File: src/rtl/serial_arith_pkg.sv
// Shared definitions for the bit-serial arithmetic blocks.
//   state_e        : sequencer states of the serial datapath
//   DEFAULT_WIDTH  : default operand width
//   ref_sub()      : word-level reference, returns {borrowout, diff}
package serial_arith_pkg;

  typedef enum logic [1:0] {
    IDLE = 2'd0,
    RUN  = 2'd1,
    DONE = 2'd2
  } state_e;

  localparam int unsigned DEFAULT_WIDTH = 8;

  // Result in bits [31:0] masked to 'width', borrow in bit 32.
  function automatic logic [32:0] ref_sub(input logic [31:0] a,
                                          input logic [31:0] b,
                                          input logic        bin,
                                          input int unsigned width);
    logic [31:0] mask;
    logic [32:0] full;
    mask = (width >= 32) ? '1 : ((32'd1 << width) - 32'd1);
    full = {1'b0, a & mask} - {1'b0, b & mask} - {32'd0, bin};
    return {full[32], full[31:0] & mask};
  endfunction

endpackage

File: src/rtl/full_subtractor_bit.sv
// Combinational single-bit full subtractor.
//   a, b      : minuend / subtrahend bit
//   borrowin  : incoming borrow
//   diff      : a ^ b ^ borrowin
//   borrowout : borrow generated toward the next bit
module full_subtractor_bit (
  output logic diff,
  output logic borrowout,
  input  logic a,
  input  logic b,
  input  logic borrowin
);

  assign diff      = a ^ b ^ borrowin;
  assign borrowout = (~a & b) | (~(a ^ b) & borrowin);

endmodule

File: src/rtl/serial_subtractor.sv
// Bit-serial unsigned subtractor, LSB first, one bit per clock.
//   clk, reset           : clock, synchronous active-high reset
//   in_valid / in_ready  : operand handshake (a, b, borrowin sampled here)
//   out_valid / out_ready: result handshake
//   diff                 : (a - b - borrowin) mod 2^WIDTH
//   borrowout            : 1 iff a < b + borrowin
module serial_subtractor
  import serial_arith_pkg::*;
#(
  parameter int unsigned WIDTH = DEFAULT_WIDTH
) (
  input  logic             clk,
  input  logic             reset,
  input  logic             in_valid,
  output logic             in_ready,
  input  logic [WIDTH-1:0] a,
  input  logic [WIDTH-1:0] b,
  input  logic             borrowin,
  output logic             out_valid,
  input  logic             out_ready,
  output logic [WIDTH-1:0] diff,
  output logic             borrowout
);

  localparam int unsigned CW = $clog2(WIDTH + 1);

  state_e           state_q, state_d;
  logic [CW-1:0]    cnt_q, cnt_d;
  logic [WIDTH-1:0] a_q, a_d;
  logic [WIDTH-1:0] b_q, b_d;
  logic [WIDTH-1:0] diff_q, diff_d;
  logic             bor_q, bor_d;
  logic             bit_diff;
  logic             bit_bor;

  full_subtractor_bit u_bit (
    .diff      (bit_diff),
    .borrowout (bit_bor),
    .a         (a_q[0]),
    .b         (b_q[0]),
    .borrowin  (bor_q)
  );

  assign in_ready  = (state_q == IDLE) && !reset;
  assign out_valid = (state_q == DONE);
  assign diff      = diff_q;
  assign borrowout = bor_q;

  // bor_q doubles as the running borrow during RUN and the final borrow in DONE.
  // RUN spends WIDTH shift cycles plus one terminal cycle at cnt==WIDTH.
  always_comb begin
    state_d = state_q;
    cnt_d   = cnt_q;
    a_d     = a_q;
    b_d     = b_q;
    diff_d  = diff_q;
    bor_d   = bor_q;
    unique case (state_q)
      IDLE: begin
        if (in_valid && in_ready) begin
          a_d     = a;
          b_d     = b;
          bor_d   = borrowin;
          cnt_d   = '0;
          state_d = RUN;
        end
      end
      RUN: begin
        if (cnt_q == CW'(WIDTH)) begin
          state_d = DONE;
        end else begin
          diff_d = {bit_diff, diff_q[WIDTH-1:1]};
          a_d    = {1'b0, a_q[WIDTH-1:1]};
          b_d    = {1'b0, b_q[WIDTH-1:1]};
          bor_d  = bit_bor;
          cnt_d  = cnt_q + 1'b1;
        end
      end
      DONE: begin
        if (out_ready) state_d = IDLE;
      end
      default: state_d = IDLE;
    endcase
  end

  always_ff @(posedge clk) begin
    if (reset) begin
      state_q <= IDLE;
      cnt_q   <= '0;
      a_q     <= '0;
      b_q     <= '0;
      diff_q  <= '0;
      bor_q   <= 1'b0;
    end else begin
      state_q <= state_d;
      cnt_q   <= cnt_d;
      a_q     <= a_d;
      b_q     <= b_d;
      diff_q  <= diff_d;
      bor_q   <= bor_d;
    end
  end

endmodule

File: config.mk
export PLATFORM = sky130hd
export DESIGN_NAME = serial_subtractor
export DESIGN_NICKNAME = d
export VERILOG_FILES = /design/src/rtl/serial_arith_pkg.sv /design/src/rtl/full_subtractor_bit.sv /design/src/rtl/serial_subtractor.sv
export SDC_FILE = /design/constraint.sdc
export NUM_CORES = 1
export LEC_CHECK = 0
export CAP_MARGIN = 20
export CORE_MARGIN = 5
export CORE_UTILIZATION = 45
export CTS_BUF_LIST = sky130_fd_sc_hd__clkbuf_16
export DETAILED_ROUTE_END_ITERATION = 10
export PLACE_DENSITY = 0.72
export SYNTH_ARGS = -nofsm -noshare
export SYNTH_HDL_FRONTEND = slang
export SYNTH_HIERARCHICAL = 1
export SYNTH_SLANG_ARGS = --single-unit
File: constraint.sdc
create_clock -name clk -period 2.8 [get_ports clk]
set_clock_uncertainty 0.15 [all_clocks]
set_input_delay 0.56 -clock clk [delete_from_list [all_inputs] [get_ports clk]]
set_output_delay 0.56 -clock clk [all_outputs]
set_load 0.02 [all_outputs]
==> summary.md <==
| Metric | Value |
|---|---|
| Synthesized flop and latch total | 31 |
| Vias after detailed routing | 1432 |
| Final wirelength | 3.83 mm |
| H-tree levels | 2 |
| Post-CTS resize count | 0 |
| RSZ-0062 raised after global routing | no |
| Drt drc | 0 |
| Final ANT Viol Nets | 0 |
| Crit start category | primary input |
| Hold Path End | diff[2] |
| IO Pins | 32 |
| # nets final | 222 |
| Setup violations, final | 0 |
| First-pass GRT wire length | 6.09 mm |
| MaxCap Viol Count | 0 |
| Clk_lat worst skew | 270 ps |
| Gpl congestion | 0.726 |
| Slew at the pin closest to its max-slew limit | 532 ps |
| Max FO, Critical Path | 3 |
| Port Buf Inserts | 31 |
| Root Driver | clkbuf_16 |
| Worst-path clk slew | 50 ps |
| Cell mode on critical path | clkdlybuf4s50_1 |
| Required time of the critical path | 2090 ps |
| Met1 usage | 19.9% |
| Die Area | 0.00458 mm^2 |
| Power per standard cell area | 654 mW/mm^2 |
| Gr usage total | 17.8% |
| Worst path slowest cell | clkdlybuf4s50_1 |
| CTS tree | done |
| Post-route clock period utilization | 90.9% |
| Max_slew headroom | 64.4% |
| Overall Power | 0.00128 W |
| Sequential cell area | 621 um^2 |
| Max-slew violations | 0 |
| Largest net degree at the start of global routing | 46 |
| Filler cells | 306 |
| Status | completed |
| Vias in the first global route | 1390 |
| DR iter-0 viols | 107 |
| Synth top area share | 41.5% |
| Vias/cell | 5.84 |
| Initial antenna violation count | 0 |
| Commonest non-fill, non-tap cells in the layout | nand2_1 (33), dfxtp_1 (31), clkdlybuf4s50_1 (31) |
| Cell count after placement | 237 |
| TritonCTS Buffers | 5 |
| Crit path time final | 2540 ps |
| Largest area contributor in the netlist | dfxtp_1 |
| Setup Total Neg Slack | 0 ps |
| Multi-input logic area | 752 um^2 |
| Critical R2R Launch | cnt_q[0] |
| Delay of the slowest critical-path stage | 650 ps |
| Final core area utilization | 59.8% |
| Hold Vio Cnt, Final | 0 |
| Post-Place Setup Slack | 251 ps |
| Core box area | 0.00328 mm^2 |
| Starting density of the core | 45.5% |
| Peak VDD IR | 0.000359 V |
| CP Class | in -> out |
| CP Capture Type | output port |
| Met2 Use GR | 30.1% |
| Worst min path class | reg -> reg |
| Ant diodes | 0 |
| CTS Sinks | 31 |
| Top cells by area, synth | dfxtp_1 (42%), a311oi_1 (10%), nand2_1 (8.3%) |
| Die Span Y | 67.6 um |
| RR Endpoint | b_q[5] |
| Hold path start | diff[3] |
| Setup slack after layout | 256 ps |
| Post-DR wirelength/cell | 15.6 um |
| Final std cells w/o fill | 245 |
| Pleak | 0.705 nW |
| CTS Hold Buffers Added | 0 |
| CTS Buffer Depth | 2 |
| Layout cells sized above 1 | 7.54% |
| FF-to-FF path depth | 5 |
| Number of setup buffers added after CTS | 0 |
| CP arrival | 1830 ps |
| Cell chain of the critical path | clkdlybuf4s50_1 > nor3_1 > clkdlybuf4s50_1 |
| Global route hottest layer | met2 |
| Register area share after synthesis | 41.5% |
| Total grt overflow | 0 |
| Yosys cell types | 28 |
| Mapped Cells | 173 |
| Yosys Warn Count | 6 |
| Syn nets | 197 |
| Rows | 21 |
| Highest Clock Rate | 393 MHz |
| Syn_area_per_cell | 8.64 um^2 |
| Met3 GRT Util | 5.66% |
| Detailed placement HPWL | 2.49 mm |
| Commonest non-fill, non-tap cell in the layout | nand2_1 |
| Die Wd | 67.6 um |
| Mapped cell area | 0.00150 mm^2 |
| TritonRoute pass-1 iters | 4 |
| Area Growth Syn to Fin | 31.4% |
| Register-to-Register Setup Slack | 790 ps |
| Hold depth | 2 |
state kept, by name (all words and copies together), names as in the netlist:
name / cells
state_q: 2
cnt_q: 4
b_q: 8
diff: 8
a_q: 8
borrowout: 1
final cells by class:
| cell class | instances | share of cell area (%) |
|---|---|---|
| clock inverters | 3 | 1.97 |
| multi-input cells | 118 | 38.3 |
| clock buffers | 5 | 6.37 |
| repair buffers | 36 | 17.7 |
| well taps | 46 | 2.93 |
| flip-flops and latches | 31 | 31.6 |
| inverters | 6 | 1.15 |
routing by layer:
layer	vias to the layer above	share of wire, %
li1	688	-
met1	705	44
met2	30	50
met3	9	4.3
met4	0	1.7
met5	-	0
worst max-delay path: cells and delay by family:
kind,cells,cell delay (ps)
buffers and inverters,2,1090
and+or+nand+nor,1,180
synthesized netlist by cell type:
library cell	count
o21ai_4	1
a21oi_1	13
or4b_1	1
o21ai_0	8
and3b_1	1
nand3b_1	1
nand2_1	33
buf_8	1
ha_1	2
or2_2	1
nor2b_1	1
and2b_1	2
o211a_1	1
nor3_1	1
nor4b_4	1
nand2b_1	1
o211ai_1	4
buf_6	1
a211oi_1	16
inv_1	6
a41oi_1	1
nand3_1	11
clkbuf_1	9
dfxtp_1	31
buf_4	2
a311oi_1	17
buf_2	5
fa_1	1
report_power, final:
part           switching, W  leakage [nW]  internal [W]  total [W]
registers         0.0000213         0.254      0.000475   0.000496
clock network      0.000184        0.0812      0.000414   0.000597
logic              0.000102         0.371     0.0000886   0.000190
total              0.000307         0.705      0.000977    0.00128
metrics by stage:
| stage | area, um^2 | hold WS (ps) |
|---|---|---|
| 4_1_cts | 1960 | 337 |
| 5_1_grt | 1960 | 356 |
| 2_1_floorplan | 1500 | 311 |
| 3_3_place_gp | 1800 | 316 |
| 3_5_place_dp | 1800 | 324 |
| 6_report | 1960 | 333 |
logic make-up after synthesis:
logic type	count (synthesis)	synth area share (%)
simple gates	54	17.9
flops	31	41.5
compound gates	61	29.4
buf+inv	24	8.20
fa+ha+maj	3	3.01
how the worst max path moves through the flow:
stage / end / slack (ps) / depth (start not counted) / start
after detailed placement: in_ready / 250 / 3 / reset
after CTS: in_ready / 230 / 3 / reset
after global placement: in_ready / 210 / 3 / reset
after floorplan: in_ready / 770 / 3 / reset
after global routing: in_ready / 200 / 3 / reset
final: in_ready / 260 / 3 / reset
Note: power is estimated with default switching activity, not from simulation.
